--- config.mk ---
export PLATFORM = sky130hd
export DESIGN_NAME = reset_stage_sequencer
export DESIGN_NICKNAME = d
export VERILOG_FILES = /design/src/rtl/reset_stage_sequencer.sv
export SDC_FILE = /design/constraint.sdc
export NUM_CORES = 1
export LEC_CHECK = 0
export BUFFER_PORTS_ARGS = -buffer_cell sky130_fd_sc_hd__buf_2
export CAP_MARGIN = 5
export CORE_AREA = 2 2 39 41
export CTS_CLUSTER_SIZE = 40
export DETAILED_ROUTE_END_ITERATION = 12
export DIE_AREA = 0 0 41 43
export PLACE_DENSITY = 0.3
export RECOVER_POWER = 25
export REMOVE_ABC_BUFFERS = 1
export SYNTH_ARGS = -nofsm -noshare
export SYNTH_HDL_FRONTEND = slang
export SYNTH_SLANG_ARGS = --single-unit
--- constraint.sdc ---
create_clock -name clock -period 0.9 [get_ports clock]
set_input_delay 0.09 -clock clock [delete_from_list [all_inputs] [get_ports clock]]
set_output_delay 0.09 -clock clock [all_outputs]
set_load 0.05 [all_outputs]
--- src/rtl/reset_stage_sequencer.sv ---
// One stage of a chained reset sequence: asserts reset on start/clear, releases it
// after a fixed hold or after rdone qualifies, then raises sdone once rdone is stable.
module reset_stage_sequencer #(
  parameter int reset_hold_til_rdone = 0,
  parameter int reset_hold_cycles    = 1,
  parameter int sdone_delay_cycles   = 0
) (
  input  logic clock,
  input  logic clr_n,
  input  logic start,
  input  logic rdone,
  output logic reset,
  output logic sdone
);

  localparam bit TIL = (reset_hold_til_rdone != 0);
  localparam int HW  = (reset_hold_cycles < 1) ? 1 : $clog2(reset_hold_cycles + 1);
  localparam int DW  = (sdone_delay_cycles < 1) ? 1 : $clog2(sdone_delay_cycles + 1);
  localparam logic [HW-1:0] HOLD_LAST = HW'(reset_hold_cycles - 1);
  localparam logic [DW-1:0] DLY_LAST  = DW'(sdone_delay_cycles);

  typedef enum logic [1:0] {
    ST_ASSERT = 2'd0,
    ST_WAIT   = 2'd1,
    ST_DONE   = 2'd2
  } state_t;

  state_t          state_q, state_d;
  logic [HW-1:0]   hcnt_q, hcnt_d;
  logic [DW-1:0]   dcnt_q, dcnt_d;
  logic            reset_q, reset_d;
  logic            sdone_q, sdone_d;

  always_comb begin
    state_d = state_q;
    hcnt_d  = hcnt_q;
    dcnt_d  = dcnt_q;
    if (start) begin
      state_d = ST_ASSERT;
      hcnt_d  = '0;
      dcnt_d  = '0;
    end else begin
      unique case (state_q)
        ST_ASSERT: begin
          if (TIL || hcnt_q == HOLD_LAST) state_d = ST_WAIT;
          else                            hcnt_d  = hcnt_q + HW'(1);
        end
        ST_WAIT: begin
          if (!rdone)                  dcnt_d  = '0;
          else if (dcnt_q == DLY_LAST) state_d = ST_DONE;
          else                         dcnt_d  = dcnt_q + DW'(1);
        end
        ST_DONE: state_d = ST_DONE;
        default: begin
          state_d = ST_ASSERT;
          hcnt_d  = '0;
          dcnt_d  = '0;
        end
      endcase
    end
    // Outputs are decoded from the next state so they register alongside it.
    reset_d = (state_d == ST_ASSERT) || (TIL && state_d == ST_WAIT);
    sdone_d = (state_d == ST_DONE);
  end

  always_ff @(posedge clock) begin
    if (!clr_n) begin
      state_q <= ST_ASSERT;
      hcnt_q  <= '0;
      dcnt_q  <= '0;
      reset_q <= 1'b1;
      sdone_q <= 1'b0;
    end else begin
      state_q <= state_d;
      hcnt_q  <= hcnt_d;
      dcnt_q  <= dcnt_d;
      reset_q <= reset_d;
      sdone_q <= sdone_d;
    end
  end

  assign reset = reset_q;
  assign sdone = sdone_q;

endmodule

# After elaboration in Yosys (flattened, before gate mapping)
# Index checks and enable logic that the tools add are counted.
# totals
elab_cells,26
out_inout_bits,2
in_bits,4
reg_bits,6
# classes
n_addsub,2
n_bitwise,1
n_reduce_logical,5
eq_ne,3
mux,10
# ops
cell,n
2-bit two-way mux,4
2-bit one-hot mux with 3 select lines,1
2-bit OR reduction,3
"2-bit == test, second input constant",2
2-bit logical NOT,2
1-bit one-hot mux with 2 select lines,2
1-bit two-way mux,3
"1-bit adder, second input constant",2
"2-bit by 1-bit == test with 1-bit output, second input constant",1
1-bit inverter,1

# Logic depth before layout (Yosys ltp)
# Gate-level depths: netlist (run 1).
# logic_depth
ltp_word,5
mapped_depth,2
depth_no_buf,2

# Worst setup path before layout (run 1)
# OpenSTA, ideal clock, no wires.
# synth_timing
kind,register to output
startpoint,"reg reset_q, in the netlist reset"
endpoint,out reset
stages_incl_launch_ff,1
setup_slack_ns,0.223
path_buffers,0
required_ns,0.810
t_arrival_ns,0.587
path_cell_list,dfxtp_1
# synth_rtl
item,line_no,text
from (decl),31,"logic reset_q, reset_d;"
from (signal assigned),77,reset_q <= reset_d;
to (decl),12,"output logic reset,"
# No word-level cell between the ends.

# Worst setup path in the final report (run 1)
# layout_timing
startpoint,"reg sdone_q, in the netlist sdone"
endpoint,out sdone
# layout_rtl
item,line_no,text
from (decl),32,"logic sdone_q, sdone_d;"
from (signal assigned),78,sdone_q <= sdone_d;
to (decl),13,output logic sdone
# No word-level cell between the ends.

==> impl_results.md, run 1 <==
* Worst path top cell family by delay: flip-flops
* Initial antenna violation count at 0
* Starting Density at 9.674%
* Post_cts resized at 0
* Status: finished clean
* CP arrival at 0.78 ns
* Crit path time final at 0.8700 ns
* First-pass GRT wire length at 358 um
* Vias per std cell at 2.943
* Cts hold-fix bufs at 0
* Clock skew at 0.002882 ns
* GP Congestion at 0.5938
* Drt total wl at 252 um
* Register bit total from synthesis at 4
* Final core occ at 14.56%
* Placeable core region at 0.001384 mm2
* Clock transition at path regs at 0.04 ns
* Mean Syn Cell Area at 12.17 um2
* Final setup viols at 0
* Power Dens Cells at 2254 mW/mm2
* Post-route setup TNS at 0 ns
* Pin count of the biggest net entering global routing at 5
* Count of cell types in the netlist at 7
* Tcrit/Tclk final at 96.67%
* Post-synthesis cell count at 11
* Antenna Cells at 0
* Postcts setup bufs at 0
* YS warnings at 0
* Clock Tree Buf Depth at 2
* Seq/Total Area, Yosys at 59.81%
* Share of layout cells above drive strength 1 at 52.63%
* Max Clock Freq at 1149 MHz
* GRT Util Overall at 3.916%
* Clk Latency, worst-skew pair at 0.23 ns
* Netlist Area Pre-Place at 133.9 um2
* Final net count at 25
* Sink Count at 4
* Hold Violations, Final at 0
* DR pass1 iterations at 2
* CTS H-tree lvls at 1
* HPWL after DPL at 181.6 um
* RSZ-0062 raised after global routing: no
* Max VDD drop at 0.3755 mV
* Worst setup EP type: primary output
* Worst slew margin at 83.49%
* Final ANT Viol Nets at 0
* Number of rows in the core area at 14
* Worst-margin pin slew at 0.2493 ns
* Root Driver: clkbuf_4
* Final Non-Filler Cells at 35
* Die area at 0.001763 mm2
* Starting DRT DRC Count at 3
* Critical path's largest stage delay at 0.29 ns
* Leakage power at 0.08475 nW
* CTS tree: done
* Buffers plus inverters on the worst setup path at 1
* Maxcap violations at 0
* Min-Delay Path Class: in2reg
* Total CTS buffers at 3
* Vias in the first global route at 96
* Die H at 43 um
* Crit Path Max Fanout at 1
* Wire per inst at 7.200 um
* CP Launch Type: register
* Vias at 103
* CP Class: reg2out
* IO Port Bufs at 5
* Critical Path, Cell by Cell: buf_2
* Global route overflow at 0
* Cell count after placement at 32
* Final Max Slew Viols at 0
* Residual DRC at 0
* Io pins at 6
* Die Span X at 41 um
* Area grow syn2layout at 50.47%
* Data required time of the worst path at 0.81 ns
* Slowest CP cell: dfxtp_1
[cell usage after synthesis]
cell type	instances	area share, %
dfxtp_1	4	60
nand2b_4	1	10
a21o_2	1	6.5
nand3b_1	1	5.6
nand2b_1	1	4.7
a21oi_1	2	7.5
a211oi_1	1	5.6
[final cells by class]
cell class / count / area, um2
well taps: 16 / 20.02
flip-flops and latches: 4 / 80.08
repair buffers: 5 / 25.02
fillers: 159 / 1182
multi-input cells: 7 / 53.80
clock buffers: 3 / 22.52
[metrics by stage]
| stage | instance area, um2 | setup WS [ns] | total power (W) | hold slack [ns] |
|---|---|---|---|---|
| 6_report | 201.4 | 0.02996 | 0.0004541 | 0.05482 |
| 5_1_grt | 201.4 | 0.0005297 | 0.0004781 | 0.05355 |
| 4_1_cts | 201.4 | 0.01777 | 0.0004701 | 0.04357 |
| 3_5_place_dp | 178.9 | 0.1929 | 0.0002298 | 0.3029 |
| 3_3_place_gp | 178.9 | 0.2024 | 0.0002297 | 0.3014 |
| 2_1_floorplan | 133.9 | 0.2227 | 0.0002166 | 0.1880 |
[power breakdown]
part | leakage, nW | internal [W] | switching, W
Sequential | 0.0329 | 0.000185 | 0.00000382
Clock | 0.0138 | 0.000150 | 0.0000781
Combinational | 0.0381 | 0.0000158 | 0.0000216
[cells in the final DEF (no fill, tap or decap)]
cell type / count
nand3b_1: 1
dfxtp_1: 4
clkbuf_4: 3
a21o_2: 1
nand2b_4: 1
a211oi_1: 1
buf_2: 5
a21oi_1: 2
nand2b_1: 1
[path summary, 6_finish.rpt]
check,start,end,slack [ns],cells after the start
hold reg to reg,state_q[1],state_q[0],0.46,1
setup / recovery,sdone,sdone,0.03,1
hold / removal,rdone,state_q[0],0.05,2
setup reg to reg,state_q[1],state_q[1],0.18,2
[cells by family after synthesis]
logic type       synth area share (%)
AO/OA/AOI/OAI                   19.63
flip-flops                      59.82
AND/OR/NAND/NOR                 20.56
[sequential cells by signal (all words and copies together) (netlist names)]
signal,count
reset,1
state_q,2
sdone,1
[routing by layer]
layer	GRT usage (%)	routed length (um)	vias up
met1	3.537	133	40
li1	-	-	57
met5	0	0	-
met4	6.000	0	0
met3	4.712	39	0
met2	3.125	79	6
Power figures use the tool's default switching activity.
==> inputs of run 2 (changes only) <==
--- a/config.mk
+++ b/config.mk
@@ -5,7 +5,8 @@
 export SDC_FILE = /design/constraint.sdc
 export NUM_CORES = 1
 export LEC_CHECK = 0
-export BUFFER_PORTS_ARGS = -buffer_cell sky130_fd_sc_hd__buf_2
+export ABC_AREA = 1
+export BUFFER_PORTS_ARGS = -buffer_cell sky130_fd_sc_hd__buf_4
 export CAP_MARGIN = 5
 export CORE_AREA = 2 2 39 41
 export CTS_CLUSTER_SIZE = 40
==> impl_results.md, run 2 <==
* Antenna Cells at 0 (unchanged)
* Worst setup EP type: primary output
* Tcrit/Tclk final at 88.89% (-7.8 points)
* Clk Latency, worst-skew pair at 0.23 ns (about the same)
* DR pass1 iterations at 2 (unchanged)
* Placeable core region at 0.001384 mm2 (unchanged)
* Crit path from: sdone
* Reg2reg start: state_q[0]
* Internal reg-to-reg setup slack at 0.23 ns (+0.05 ns)
* Power Dens Cells at 2126 mW/mm2 (-5.7%)
* Maxcap violations at 0 (unchanged)
* CP Class: reg2out
* Worst path top cell family by delay: flip-flops
* Filler cells at 163 (+2.5%)
* CP Launch Type: register
* Slowest CP cell: dfxtp_1
* Clock network fraction of design power at 48.3% (-1.8 points)
* Design Power at 0.0004443 W (-2.2%)
* Final ANT Viol Nets at 0 (unchanged)
* Async SR Flop Fraction at 0% (unchanged)
* Starting DRT DRC Count at 4 (+1)
* Final setup viols at 0 (unchanged)
* Clock skew at 0.003022 ns (+0.0001394 ns)
* Area grow syn2layout at 62.14%
* Hold Violations, Final at 0 (unchanged)
* Leakage power at 0.09624 nW (+14%)
* Sequential share of power at 42.5% (+0.8 points)
* Root Driver: clkbuf_4
* Initial antenna violation count at 0 (unchanged)
* RSZ-0062 raised after global routing: no
* Seq/Total Area, Yosys at 62.14% (+2.3 points)
* Worst slew margin at 88.30% (+4.8 points)
* Vias in the first global route at 122 (+27%)
* CTS H-tree lvls at 1 (unchanged)
* First-pass GRT wire length at 407 um (+14%)
* Min-Delay Path Class: in2reg
* Die H at 43 um (unchanged)
* Psw at 0.00009253 W (-11%)
* GRT Util Overall at 4.221% (+0.31 points)
* Sw frac at 20.83% (-2.0 points)
* Netlist Area Pre-Place at 128.9 um2 (-3.7%)
* Commonest non-fill, non-tap cell in the layout: buf_4
* Largest Register: state_q
* Max Clock Freq at 1250 MHz (+8.8%)
* IO Port Bufs at 5 (unchanged)
* Register bit total from synthesis at 4 (unchanged)
* Total CTS buffers at 3 (unchanged)
* Post-synth top flop: dfxtp_1
* Global route overflow at 0 (unchanged)
* Int Power at 0.0003518 W (+0.33%)
* Io pins at 6 (unchanged)
* Cts hold-fix bufs at 0 (unchanged)
* Max VDD drop at 0.2800 mV (-25%)
* YS warnings at 0 (unchanged)
* Most frequent cells in the layout: buf_4, nand2_1, dfxtp_1
* Die area at 0.001763 mm2 (unchanged)
* Sink Count at 4 (unchanged)
* Wire per inst at 5.923 um (-18%)
* Hold Startpoint: clr_n
* Critical path's largest stage delay at 0.29 ns (about the same)
* Number of rows in the core area at 14 (unchanged)
* Share of layout cells above drive strength 1 at 39.13% (-14 points)
* Crit path time final at 0.8000 ns (-0.07001 ns)
* Mean Syn Cell Area at 8.592 um2 (-29%)
* Postcts setup bufs at 0 (unchanged)
* Count of cell types in the netlist at 6 (-1)
* Critical Path, Cell by Cell: buf_4
* Buffers plus inverters on the worst setup path at 1 (unchanged)
* Residual DRC at 0 (unchanged)
* Pre-CTS setup slack at 0.2180 ns (+0.02516 ns)
* Final Max Slew Viols at 0 (unchanged)
* Clock Tree Buf Depth at 2 (unchanged)
* Status: finished clean
* Share of the synthesized area in the top cell type at 62.14% (+2.3 points)
* Top post-synthesis cells by area: dfxtp_1, nand2_1, nor2_1
* Worst-margin pin slew at 0.1755 ns (-0.07382 ns)
* Data required time of the worst path at 0.81 ns (about the same)
* Commonest cells in the netlist: dfxtp_1, nand2_1, nor2_1
* Final core occ at 15.10% (+0.54 points)
* Pin count of the biggest net entering global routing at 4 (-1)
* Leading area contributor after synthesis: dfxtp_1
* Post-route setup TNS at 0 ns (unchanged)
* Final Non-Filler Cells at 39 (+11%)
* CP arrival at 0.71 ns (-0.07 ns)
* Vias at 115 (+12%)
* Largest register FFs at 2 (unchanged)
* Drt total wl at 231 um (-8.3%)
* Vias per std cell at 2.949 (+0.20%)
* Post-synthesis cell count at 15 (+4)
* CTS tree: done
* Cell count after placement at 36 (+13%)
* Combinational Power Share at 9.2% (+1.0 points)
* Final net count at 29 (+16%)
* Setup ws final at 0.09997 ns (+0.07001 ns)
* Post_cts resized at 0 (unchanged)
* Starting Density at 9.313% (-0.36 points)
* GP Congestion at 0.5544 (-6.6%)
* Die Span X at 41 um (unchanged)
* Crit Path Max Fanout at 1 (unchanged)
* EDFF count, synth at 0 (unchanged)
* Clock transition at path regs at 0.03 ns (about the same)
[run 2: cell types whose count changed in the layout (fill, tap and decap cells not counted), sizes merged]
cell    previous run  this run
nand3b             1         0
nor2               0         3
nand3              0         1
nand2b             2         0
inv                0         2
a211oi             1         0
a21oi              2         1
a21o               1         0
nand2              0         4
[run 2: cell families (layout without fill, tap and decap cells)]
| kind of cell | after synthesis | count (layout) | synth area share (%) |
|---|---|---|---|
| compound gates | 1 | 1 | 3.880 |
| buf+inv | 2 | 10 | 5.827 |
| flops | 4 | 4 | 62.14 |
| simple gates | 8 | 8 | 28.15 |
[run 2: final cells by class]
type                    instances  area [um2]  share of cell area [%]
clock buffers                   3       22.52                   10.78
flip-flops and latches          4       80.08                   38.32
inverters                       2       7.507                   3.593
repair buffers                  5       37.54                   17.96
well taps                      16       20.02                   9.581
multi-input cells               9       41.29                   19.76
[run 2: power by group through the flow]
| stage | combinational, W | sequential [W] | clock, W |
|---|---|---|---|
| final | 0.0000411 | 0.000189 | 0.000214 |
| after global routing | 0.0000445 | 0.000190 | 0.000249 |
| after CTS | 0.0000420 | 0.000189 | 0.000229 |
| after detailed placement | 0.0000421 | 0.000191 | 0 |
| after global placement | 0.0000420 | 0.000191 | 0 |
| after floorplan | 0.0000109 | 0.000203 | 0 |
[run 2: metal layers]
metal | global-route usage [%] | wire [um]
met1 | 2.903 | 63
met2 | 4.688 | 159
met3 | 3.141 | 9
met4 | 8.000 | 0
met5 | 0 | 0
[run 2: metrics by stage]
stage          instance area [um2]  hold WS [ns]
5_1_grt                      209.0       0.08713
3_3_place_gp                 186.4        0.3325
3_5_place_dp                 186.4        0.3324
2_1_floorplan                128.9        0.1859
4_1_cts                      209.0       0.08673
6_report                     209.0       0.09356
[run 2: worst paths after layout]
path                endpoint  cells past startpoint
hold reg to reg   state_q[0]                      3
setup reg to reg       sdone                      2
hold / removal         reset                      2
setup / recovery       sdone                      1
==> inputs of run 3 (changes only) <==
--- a/config.mk
+++ b/config.mk
@@ -8,6 +8,8 @@
 export ABC_AREA = 1
 export BUFFER_PORTS_ARGS = -buffer_cell sky130_fd_sc_hd__buf_4
 export CAP_MARGIN = 5
+export CELL_PAD_IN_SITES_DETAIL_PLACEMENT = 0
+export CELL_PAD_IN_SITES_GLOBAL_PLACEMENT = 1
 export CORE_AREA = 2 2 39 41
 export CTS_CLUSTER_SIZE = 40
 export DETAILED_ROUTE_END_ITERATION = 12
==> impl_results.md, run 3 (same netlist as run 2, synthesis figures left out) <==
* Internal reg-to-reg setup slack at 0.22 ns (about the same)
* Crit Path Max Fanout at 1 (unchanged)
* Tcrit/Tclk final at 88.81% (about the same)
* Most frequent cells in the layout: buf_4, nand2_1, dfxtp_1
* Clock skew at 0.0001129 ns (-0.002909 ns)
* Final Non-Filler Cells at 39 (unchanged)
* Crit path from: reset
* Filler cells at 165 (+1.2%)
* Final setup viols at 0 (unchanged)
* Worst slew margin at 87.35% (-0.95 points)
* GRT Util Overall at 3.924% (-0.30 points)
* Postcts setup bufs at 0 (unchanged)
* Final ANT Viol Nets at 0 (unchanged)
* Final Max Slew Viols at 0 (unchanged)
* CP Class: reg2out
* Cell depth of the worst flop-to-flop path at 2 (unchanged)
* First-pass GRT wire length at 386 um (-5.2%)
* Min-Delay Path Class: in2reg
* Worst setup EP type: primary output
* CTS tree: done
* Post_cts resized at 0 (unchanged)
* Global route overflow at 0 (unchanged)
* Top routing layer in use: met3
* Setup crit end: reset
* Largest Register: state_q
* Critical path's largest stage delay at 0.30 ns (about the same)
* Worst path top cell family by delay: flip-flops
* Multi-input logic area at 36.28 um2 (-12%)
* Clk Latency, worst-skew pair at 0.23 ns (about the same)
* Starting DRT DRC Count at 2 (-2)
* Antenna Cells at 0 (unchanged)
* Cts hold-fix bufs at 0 (unchanged)
* Worst-margin pin slew at 0.1897 ns (+0.01419 ns)
* Crit path time final at 0.7993 ns (-0.0007720 ns)
* Buffers plus inverters on the worst setup path at 1 (unchanged)
* CP Launch Type: register
* Data required time of the worst path at 0.81 ns (about the same)
* Max VDD drop at 0.2994 mV (+6.9%)
* Starting Density at 9.313% (unchanged)
* Cell count after placement at 36 (unchanged)
* Vias at 118 (+2.6%)
* Pin count of the biggest net entering global routing at 4 (unchanged)
* CP Depth at 1 (unchanged)
* IO Port Bufs at 5 (unchanged)
* Share of layout cells above drive strength 1 at 34.78% (-4.3 points)
* Post-route setup TNS at 0 ns (unchanged)
* M1 wire length at 76 um (+21%)
* HPWL after DPL at 197.2 um
* Maxcap violations at 0 (unchanged)
* Clock Tree Buf Depth at 2 (unchanged)
* Power Dens Cells at 2157 mW/mm2 (+1.4%)
* Clock transition at path regs at 0.03 ns (about the same)
* Hold Violations, Final at 0 (unchanged)
* Die area at 0.001763 mm2 (unchanged)
* Critical Path, Cell by Cell: buf_4
* Hold path cells at 4 (+2)
* Max Clock Freq at 1251 MHz (about the same)
* Sink Count at 4 (unchanged)
* Routed wl met3 at 12 um (+33%)
* Total CTS buffers at 3 (unchanged)
* Residual DRC at 0 (unchanged)
* DR pass1 iterations at 3 (+1)
* Largest register FFs at 2 (unchanged)
* Wire per inst at 5.974 um (+0.87%)
* Final net count at 29 (unchanged)
* Fin Hold WS at 0.1132 ns (+0.01964 ns)
* Status: finished clean
* Reg2reg start: state_q[0]
* GP Congestion at 0.5868 (+5.8%)
* Drt total wl at 233 um (+0.87%)
* Die Span X at 41 um (unchanged)
* Met2 wire len at 144 um (-9.4%)
* Commonest non-fill, non-tap cell in the layout: buf_4
* Die H at 43 um (unchanged)
* Placeable core region at 0.001384 mm2 (unchanged)
* Initial antenna violation count at 0 (unchanged)
* Number of rows in the core area at 14 (unchanged)
* Vias per std cell at 3.026 (+2.6%)
* Area grow syn2layout at 58.25%
* Vias in the first global route at 113 (-7.4%)
* RSZ-0062 raised after global routing: no
* Slowest CP cell: dfxtp_1
* CTS H-tree lvls at 1 (unchanged)
* Io pins at 6 (unchanged)
* Reg2reg end: sdone
* Leakage power at 0.09434 nW (-2.0%)
* FF+latch area at 80.08 um2 (unchanged)
* Root Driver: clkbuf_4
* CP arrival at 0.71 ns (about the same)
## run 3: how the worst min path moves through the flow
stage               start          to  slack (ns)
floorplan           clr_n       reset        0.19
global placement    clr_n       reset        0.33
global route        clr_n       reset        0.13
detailed placement  clr_n       reset        0.33
CTS                 clr_n       reset        0.09
finish              start  state_q[0]        0.11
## run 3: final cells by class
class                   count  share of cell area (%)
flip-flops and latches      4                   39.26
multi-input cells           9                   17.79
inverters                   2                   3.681
well taps                  16                   9.816
clock buffers               3                   11.04
repair buffers              5                   18.40
## run 3: per-layer routing
metal  GRT usage [%]  up-vias
li1                -       61
met5               0        -
met2           4.688        3
met3           1.571        0
met1           2.913       54
met4           8.000        0
## run 3: through the flow
stage	util (%)	area (um2)	total power, W	worst slack [ns]
2_1_floorplan	-	128.9	0.0002142	0.2227
3_3_place_gp	13.47	186.4	0.0002334	0.2101
3_5_place_dp	13.47	186.4	0.0002337	0.2110
4_1_cts	15.10	209.0	0.0004544	0.08812
5_1_grt	14.74	203.9	0.0004613	0.07379
6_report	14.74	203.9	0.0004399	0.1007
## run 3: report_power, final
part           internal [W]  leakage (nW)  switching (W)
clock network      0.000148        0.0138      0.0000627
logic             0.0000169        0.0477      0.0000229
registers          0.000186        0.0329     0.00000320
total              0.000351        0.0943      0.0000889
